File: config.mk
export PLATFORM = sky130hd
export DESIGN_NAME = peripheral_gpio
export DESIGN_NICKNAME = d
export VERILOG_FILES = /design/src/rtl/peripheral_gpio.sv
export SDC_FILE = /design/constraint.sdc
export NUM_CORES = 1
export LEC_CHECK = 0
export CELL_PAD_IN_SITES_DETAIL_PLACEMENT = 1
export CELL_PAD_IN_SITES_GLOBAL_PLACEMENT = 1
export CORE_UTILIZATION = 40
export CTS_CLUSTER_DIAMETER = 60
export DETAILED_ROUTE_END_ITERATION = 10
export GPL_TIMING_DRIVEN = 0
export PLACE_DENSITY = 0.79
export SLEW_MARGIN = 20
export SYNTH_ARGS = -nofsm -noshare
export SYNTH_HDL_FRONTEND = slang
export SYNTH_SLANG_ARGS = --single-unit
File: constraint.sdc
create_clock -name clk -period 2.1 [get_ports clk]
set_input_delay 0.42 -clock clk [delete_from_list [all_inputs] [get_ports clk]]
set_output_delay 0.42 -clock clk [all_outputs]
set_load 0.05 [all_outputs]
File: src/rtl/peripheral_gpio.sv
// peripheral_gpio
//   Memory-mapped 8-bit GPIO block. Eight output pins are driven from DATA_OUT,
//   with separate SET and CLR aliases. Eight asynchronous input pins go through
//   a two-flop synchronizer and a tick-based three-sample debouncer. Qualified
//   edges are captured in sticky RISE/FALL flags (write-1-to-clear) that feed a
//   level irq.
//
//   Register map (addr):
//     0 DATA_OUT  RW  [7:0]     4 RISE      RW1C [7:0]
//     1 SET       WO  (reads 0) 5 FALL      RW1C [7:0]
//     2 CLR       WO  (reads 0) 6 DEBOUNCE  RW   [15:0]
//     3 DATA_IN   RO  [7:0]     7 RAW       RO   [7:0]
//
//   Ports:
//     clk       system clock
//     rst       synchronous active-high reset
//     d_in      bus write data
//     cs        chip select
//     addr      word address
//     rd, wr    read / write strobes
//     d_out     registered read data (holds between reads)
//     gpio_in   asynchronous input pins
//     gpio_out  output pin levels
//     irq       OR of all RISE and FALL flags
module peripheral_gpio #(
    parameter int          clk_freq = 25000000,
    parameter logic [15:0] DB_RESET = 16'd24999
) (
    input  logic        clk,
    input  logic        rst,
    input  logic [31:0] d_in,
    input  logic        cs,
    input  logic [2:0]  addr,
    input  logic        rd,
    input  logic        wr,
    output logic [31:0] d_out,
    input  logic [7:0]  gpio_in,
    output logic [7:0]  gpio_out,
    output logic        irq
);

    localparam logic [2:0] A_DATA_OUT = 3'd0;
    localparam logic [2:0] A_SET      = 3'd1;
    localparam logic [2:0] A_CLR      = 3'd2;
    localparam logic [2:0] A_DATA_IN  = 3'd3;
    localparam logic [2:0] A_RISE     = 3'd4;
    localparam logic [2:0] A_FALL     = 3'd5;
    localparam logic [2:0] A_DEBOUNCE = 3'd6;
    localparam logic [2:0] A_RAW      = 3'd7;

    logic [31:0] dout_q, dout_d;
    logic [7:0]  data_out_q, data_out_d;
    logic [7:0]  data_in_q, data_in_d;
    logic [7:0]  rise_q, rise_d;
    logic [7:0]  fall_q, fall_d;
    logic [15:0] debounce_q, debounce_d;
    logic [15:0] pre_q, pre_d;
    logic [7:0]  sync1_q, sync2_q;
    logic [7:0]  h0_q, h0_d;
    logic [7:0]  h1_q, h1_d;

    logic        wr_en, rd_en, tick;
    logic [7:0]  qual, rise_clr, fall_clr;
    logic        unused_bits;

    // clk_freq is informational; upper write-data bits have no home
    assign unused_bits = ^{d_in[31:16], clk_freq[0]};

    assign wr_en = cs & wr;
    assign rd_en = cs & rd;
    assign tick  = (pre_q == debounce_q);

    always_comb begin
        data_out_d = data_out_q;
        debounce_d = debounce_q;
        rise_clr   = 8'h00;
        fall_clr   = 8'h00;
        dout_d     = dout_q;
        pre_d      = tick ? 16'd0 : pre_q + 16'd1;

        if (wr_en) begin
            case (addr)
                A_DATA_OUT: data_out_d = d_in[7:0];
                A_SET:      data_out_d = data_out_q | d_in[7:0];
                A_CLR:      data_out_d = data_out_q & ~d_in[7:0];
                A_RISE:     rise_clr   = d_in[7:0];
                A_FALL:     fall_clr   = d_in[7:0];
                A_DEBOUNCE: begin
                    debounce_d = d_in[15:0];
                    // restart the prescaler so a smaller terminal count never
                    // has to wait for a wrap through 65535
                    pre_d      = 16'd0;
                end
                default: ;
            endcase
        end

        if (rd_en) begin
            case (addr)
                A_DATA_OUT: dout_d = {24'd0, data_out_q};
                A_DATA_IN:  dout_d = {24'd0, data_in_q};
                A_RISE:     dout_d = {24'd0, rise_q};
                A_FALL:     dout_d = {24'd0, fall_q};
                A_DEBOUNCE: dout_d = {16'd0, debounce_q};
                A_RAW:      dout_d = {24'd0, sync2_q};
                default:    dout_d = 32'd0;
            endcase
        end
    end

    // A bit qualifies when three consecutive tick samples agree and differ
    // from the current debounced level.
    always_comb begin
        h0_d = h0_q;
        h1_d = h1_q;
        qual = 8'h00;
        if (tick) begin
            h0_d = sync2_q;
            h1_d = h0_q;
            qual = ~(sync2_q ^ h0_q) & ~(h0_q ^ h1_q) & (sync2_q ^ data_in_q);
        end
    end

    // Set beats a same-edge clear so a W1C never hides a fresh edge.
    assign data_in_d = (data_in_q & ~qual) | (sync2_q & qual);
    assign rise_d    = (rise_q & ~rise_clr) | (qual & sync2_q);
    assign fall_d    = (fall_q & ~fall_clr) | (qual & ~sync2_q);

    always_ff @(posedge clk) begin
        if (rst) begin
            dout_q     <= 32'd0;
            data_out_q <= 8'h00;
            data_in_q  <= 8'h00;
            rise_q     <= 8'h00;
            fall_q     <= 8'h00;
            debounce_q <= DB_RESET;
            pre_q      <= 16'd0;
            sync1_q    <= 8'h00;
            sync2_q    <= 8'h00;
            h0_q       <= 8'h00;
            h1_q       <= 8'h00;
        end else begin
            dout_q     <= dout_d;
            data_out_q <= data_out_d;
            data_in_q  <= data_in_d;
            rise_q     <= rise_d;
            fall_q     <= fall_d;
            debounce_q <= debounce_d;
            pre_q      <= pre_d;
            sync1_q    <= gpio_in;
            sync2_q    <= sync1_q;
            h0_q       <= h0_d;
            h1_q       <= h1_d;
        end
    end

    assign d_out    = dout_q;
    assign gpio_out = data_out_q;
    assign irq      = |(rise_q | fall_q);

endmodule

== Yosys cells after proc, flatten, opt, wreduce, memory -nomap -nowiden ==
Index checks and enable logic that the tools add are counted.
Widths: inputs -> output; s select.

* $add $sub $neg: 1
* Mux-type cells: 10
* Equality and inequality tests: 8
* Bitwise gates (word level): 25
* Reductions and logical operators: 5

{| class="wikitable"
|+ Operator list
! cell !! number
|-
| $pmux 16 s6 || 1
|-
| $and 8x8->8 || 8
|-
| $not 8->8 || 7
|-
| $mux 16 || 3
|-
| $mux 8 || 5
|-
| $or 8x8->8 || 5
|-
| $pmux 8 s3 || 1
|-
| $xor 8x8->8 || 3
|-
| $add 16x1->16 const B || 1
|-
| $eq 16x16->1 || 1
|-
| $eq 3x3->1 const B || 4
|-
| $reduce_or 8->1 || 1
|-
| $eq 3x2->1 const B || 2
|-
| $reduce_and 2->1 || 2
|-
| $eq 3x1->1 const B || 1
|-
| $logic_not 3->1 || 1
|-
| $reduce_bool 3->1 || 1
|-
| $and 1x1->1 || 2
|}

* Output and inout bits: 41
* Register bits after elaboration: 128
* Logic and storage cells: 60
* Input port bits: 48

== Depth between registers and ports, before layout ==
Gate-level depths: netlist (run 1).

* Depth in word-level cells: 8
* Depth in mapped cells: 8
* Mapped depth without buffers: 6

== Worst setup path before layout (run 1) ==
No wires, ideal clock.

* Path type: in2reg
* Start: input addr[1]
* End: register pre_q[10]
* Arrival time: 1589 ps
* Path slack: 393 ps
* Stages: 8
* Path buffers: 3
* Library setup time: 117 ps
* Data required time: 1983 ps
* Cells stage by stage: buf_2 -> nor2b_1 -> nor2b_1 -> clkbuf_1 -> nor2_1 -> nand2_1 -> buf_2 -> nor2_1

* Longest elaborated chain between the ends: 3

{| class="wikitable"
|+ RTL lines
! what !! line !! text
|-
| start, declared || 33 || <nowiki>input logic [2:0] addr,</nowiki>
|-
| $eq 3x3->1 || 82 || <nowiki>case (addr)</nowiki>
|-
| $mux 16 || 82 ||
|-
| $mux 16 || 81 || <nowiki>if (wr_en) begin</nowiki>
|-
| end signal, assigned || 149 || <nowiki>pre_q <= pre_d;</nowiki>
|-
| end, declared || 57 || <nowiki>logic [15:0] pre_q, pre_d;</nowiki>
|}

Every way passes these cells.
A chain may end at the register's enable or synchronous reset.

== Worst setup path in the final report (run 1) ==
* Start: register rise_q[5]
* End: output irq

* Longest elaborated chain between the ends: 2

{| class="wikitable"
|+ RTL lines
! what !! line !! text
|-
| start, declared || 54 || <nowiki>logic [7:0] rise_q, rise_d;</nowiki>
|-
| start signal, assigned || 146 || <nowiki>rise_q <= rise_d;</nowiki>
|-
| $or 8x8->8 || 159 || <nowiki>assign irq = |(rise_q | fall_q);</nowiki>
|-
| $reduce_or 8->1 || 159 ||
|-
| end, declared || 39 || <nowiki>output logic irq</nowiki>
|}

Every way passes these cells.

==> summary.md, run 1 <==
| Metric | Value |
|---|---|
| Setup ws final | 80.5 ps |
| Hold depth | 1 |
| Worst-path cell with the longest stage delay | sky130_fd_sc_hd__clkdlybuf4s15_2 |
| Max-slew violations | 0 |
| Final non-filler cell area | 6250 um^2 |
| Global-route wire length before repair | 23500 um |
| Worst path cell trace | nor4_1, nand4_1, clkdlybuf4s15_2 |
| Final count of hold timing violations | 0 |
| Clock sink count | 112 |
| Post-layout nets | 699 |
| Per-cell via count in the routed design | 5.28 |
| Unique cell type count in the Yosys netlist | 39 |
| Detailed placement HPWL | 11300 um |
| Primary FF master, synth | sky130_fd_sc_hd__dfxtp_1 |
| Antenna cell count | 0 |
| Most common cell after layout, fill and taps aside | sky130_fd_sc_hd__dfxtp_1 |
| Start-to-end type of the worst setup path | reg2out |
| Worst slew margin relative to its limit | 54.5% |
| Terminating pin of the worst hold path | sync2_q[5]$_SDFF_PP0_ |
| Time the final worst path needs with I/O delays and setup | 2020 ps |
| Global-route usage over all layers | 23.8% |
| H-tree depth | 3 |
| Source of the worst register-to-register timing path | debounce_q[7]$_SDFFE_PP1P_ |
| Portion of the clock cycle consumed by the worst path in the final layout | 96.2% |
| Async set or reset register ratio after synthesis | 0% |
| Number of global-route vias before repair | 4541 |
| Number of buffers inserted by port buffering | 54 |
| Synthesized area | 5030 um^2 |
| Clk_lat worst skew | 360 ps |
| Reg2reg end | rise_q[4]$_SDFF_PP0_ |
| Number of warnings issued by yosys | 0 |
| Area enclosed by the die boundary | 13000 um^2 |
| Pleak | 2.41 nW |
| Type of element capturing the critical path | primary output |
| Root buf cell | sky130_fd_sc_hd__clkbuf_16 |
| Max capacitance violation total | 0 |
| Area of placed instances | 5840 um^2 |
| WL per Instance | 18.0 um |
| Min-Delay Startpoint | sync1_q[5]$_SDFF_PP0_ |
| Peak Freq | 0.495 GHz |
| Die width | 114 um |
| Remaining routing DRC violations | 0 |
| Number of CTS-inserted buffers | 9 |
| Core area | 12100 um^2 |
| GRT overflow | 0 |
| Layout-stage area growth over the synthesis result | 24.2% |
| Unrepaired setup endpoints after global routing | false |
| Initial detailed-routing violation count | 202 |
| Routability cong. | 0.895 |
| Maximum fanout count along the critical path | 3 |
| Power density over cell area | 742 nW/um^2 |
| Flip-flop and latch count after synthesis | 112 |
| Commonest non-fill, non-tap cells in the layout | sky130_fd_sc_hd__dfxtp_1 (112), sky130_fd_sc_hd__nand2_1 (73), sky130_fd_sc_hd__nor2_1 (57), sky130_fd_sc_hd__clkdlybuf4s50_1 (52), sky130_fd_sc_hd__mux2i_1 (35) |
| Height of the chip | 114 um |
| Syn avg cell area | 8.87 um^2 |
| Synth Instances | 567 |
| Maximum number of pins on one net before global-route repair | 19 |
| Count of endpoints failing setup in the final report | 0 |
| CP Data Arrival Time | 1600 ps |
| Filler Cells Inserted | 1442 |
| Reg clk slew, reported paths | 70 ps |
| Count of antenna-violating nets left after detailed routing | 0 |
| Layout cell share with drive strength beyond 1 | 11.6% |
| Pre-CTS setup slack | -725 ps |
| Post-cts hold buffer count | 0 |
| Leading cell types by total area after synthesis | sky130_fd_sc_hd__dfxtp_1 (45%), sky130_fd_sc_hd__mux2i_1 (7.0%), sky130_fd_sc_hd__nand2_1 (5.4%) |
| Initial core utilization | 41.5% |
| Startpoint of the worst setup timing path | rise_q[5]$_SDFF_PP0_ |
| Share of the synthesized area in the top cell type | 44.6% |
| # placed instances | 804 |
| Placement Rows | 40 |
| Initial antenna violation count | 0 |
| Path category of the worst min-delay check | reg2reg |
| Post-synth EDFFs | 0 |
| Sequential share of the synthesized area | 44.6% |
| Worst reg-to-reg path cell count | 8 |
| Vias | 4349 |
| Status | finished clean |
| Setup Skew | 10.3 ps |
| Required time worst endpoint | 1680 ps |
| Delay of the slowest critical-path stage | 370 ps |
| Iteration count of the initial detailed-routing pass | 4 |
| Filler-free cell count of the finished design | 823 |
| Worst reg2reg setup slack | 220 ps |
| Total wire length | 14800 um |
| Worst supply voltage drop on vdd | 0.000364 V |
| Max Root-Sink Buffers | 2 |
| Top Ports | 89 |
| Design Power | 4.64 mW |
| Kind of start point of the critical path | flip-flop |
| Transition at the pin with the smallest max-transition slack | 678 ps |
| TritonCTS clock tree | yes |
| Cell type with the largest total area after synthesis | sky130_fd_sc_hd__dfxtp_1 |
[metal layers]
layer,track usage [%],part of all wire (%),up-vias
li1,-,-,2072
met1,29.6,45,2129
met2,41.3,49,120
met3,3.23,4.0,28
met4,10.0,2.4,0
met5,0,0,-
[worst max-delay path, delay by kind of cell, from the launching register on]
family / cells / cell delay (ps)
buffers and inverters: 1 / 370
flip-flops: 1 / 340
AND/OR/NAND/NOR: 2 / 530
[where the power goes]
part / total, mW / leakage, nW / internal, mW / switching, mW
clock network: 2.03 / 0.173 / 1.21 / 0.827
logic: 0.419 / 1.33 / 0.159 / 0.260
registers: 2.18 / 0.907 / 2.15 / 0.0294
total: 4.64 / 2.41 / 3.52 / 1.12
[sequential cells by signal, indices dropped and copies added, names as in the netlist, named ones only]
name,cells
d_out,16
debounce_q,16
fall_q,8
gpio_out,8
h0_q,8
h1_q,8
pre_q,16
rise_q,8
sync1_q,8
sync2_q,8
[synth_stat cells, drive strengths merged, types with 4 or more instances]
master	n
nor4	8
a21oi	29
nand2b	18
nor3	4
xnor2	4
mux2i	35
or4b	8
buf	28
o21ai	29
nand2	73
nor2	57
dfxtp	112
mux2	4
a22oi	16
nor2b	27
nand4b	8
xor2	27
nand3b	24
nand3	10
clkbuf	20
[per-stage QoR]
step | hold slack, ps | TNS [ps] | util (%)
2_1_floorplan | 414 | 0 | -
3_3_place_gp | 421 | -28420 | 48.2
3_5_place_dp | 428 | -30710 | 48.2
4_1_cts | 446 | 0 | 51.5
5_1_grt | 460 | 0 | 51.6
6_report | 441 | 0 | 51.6
[how the worst max path moves through the flow]
stage	to	slack [ps]	cells after the start
2_1_floorplan	pre_q[10]$_SDFF_PP0_	390	8
4_1_cts	pre_q[15]$_SDFF_PP0_	20	8
6_report	irq	80	3
3_5_place_dp	d_out[5]$_SDFFE_PP0P_	-720	7
3_3_place_gp	d_out[5]$_SDFFE_PP0P_	-670	7
5_1_grt	irq	10	3
[final cells by class]
type / instances / area, um^2 / area share, %
buffer: 48 / 268 / 4.29
inverter: 1 / 3.75 / 0.0601
clock inverter: 6 / 113 / 1.80
sequential: 112 / 2240 / 35.9
tap: 168 / 210 / 3.36
clock buffer: 10 / 239 / 3.83
multi-input combinational: 421 / 2610 / 41.7
timing repair buffer: 57 / 567 / 9.07
[what timing repair did]
item	in CTS	in global routing
hold endpoints to repair	0	0
setup buffers	3	0
endpoints found under the setup margin	75	25
gates resized for setup	10	5
pin swaps	1	0
[cells by family (layout without fill, tap and decap cells)]
| family | Yosys count | count (layout) | synth area share [%] |
|---|---|---|---|
| compound gates | 84 | 84 | 10.4 |
| xor+xnor | 31 | 31 | 5.40 |
| fa+ha+maj | 1 | 1 | 0.249 |
| buf+inv | 49 | 122 | 5.17 |
| flops | 112 | 112 | 44.6 |
| mux | 40 | 40 | 8.31 |
| other cells | 1 | 16 | 0.0745 |
| simple gates | 249 | 249 | 25.8 |
Power figures use the tool's default switching activity.
==> inputs of run 2 (changes only) <==
Settings changed: CAP_MARGIN set to 20, SLEW_MARGIN 20 to unset.
==> results of run 2 <==
The final DEF is identical to that of run 1; final timing and power are the same.
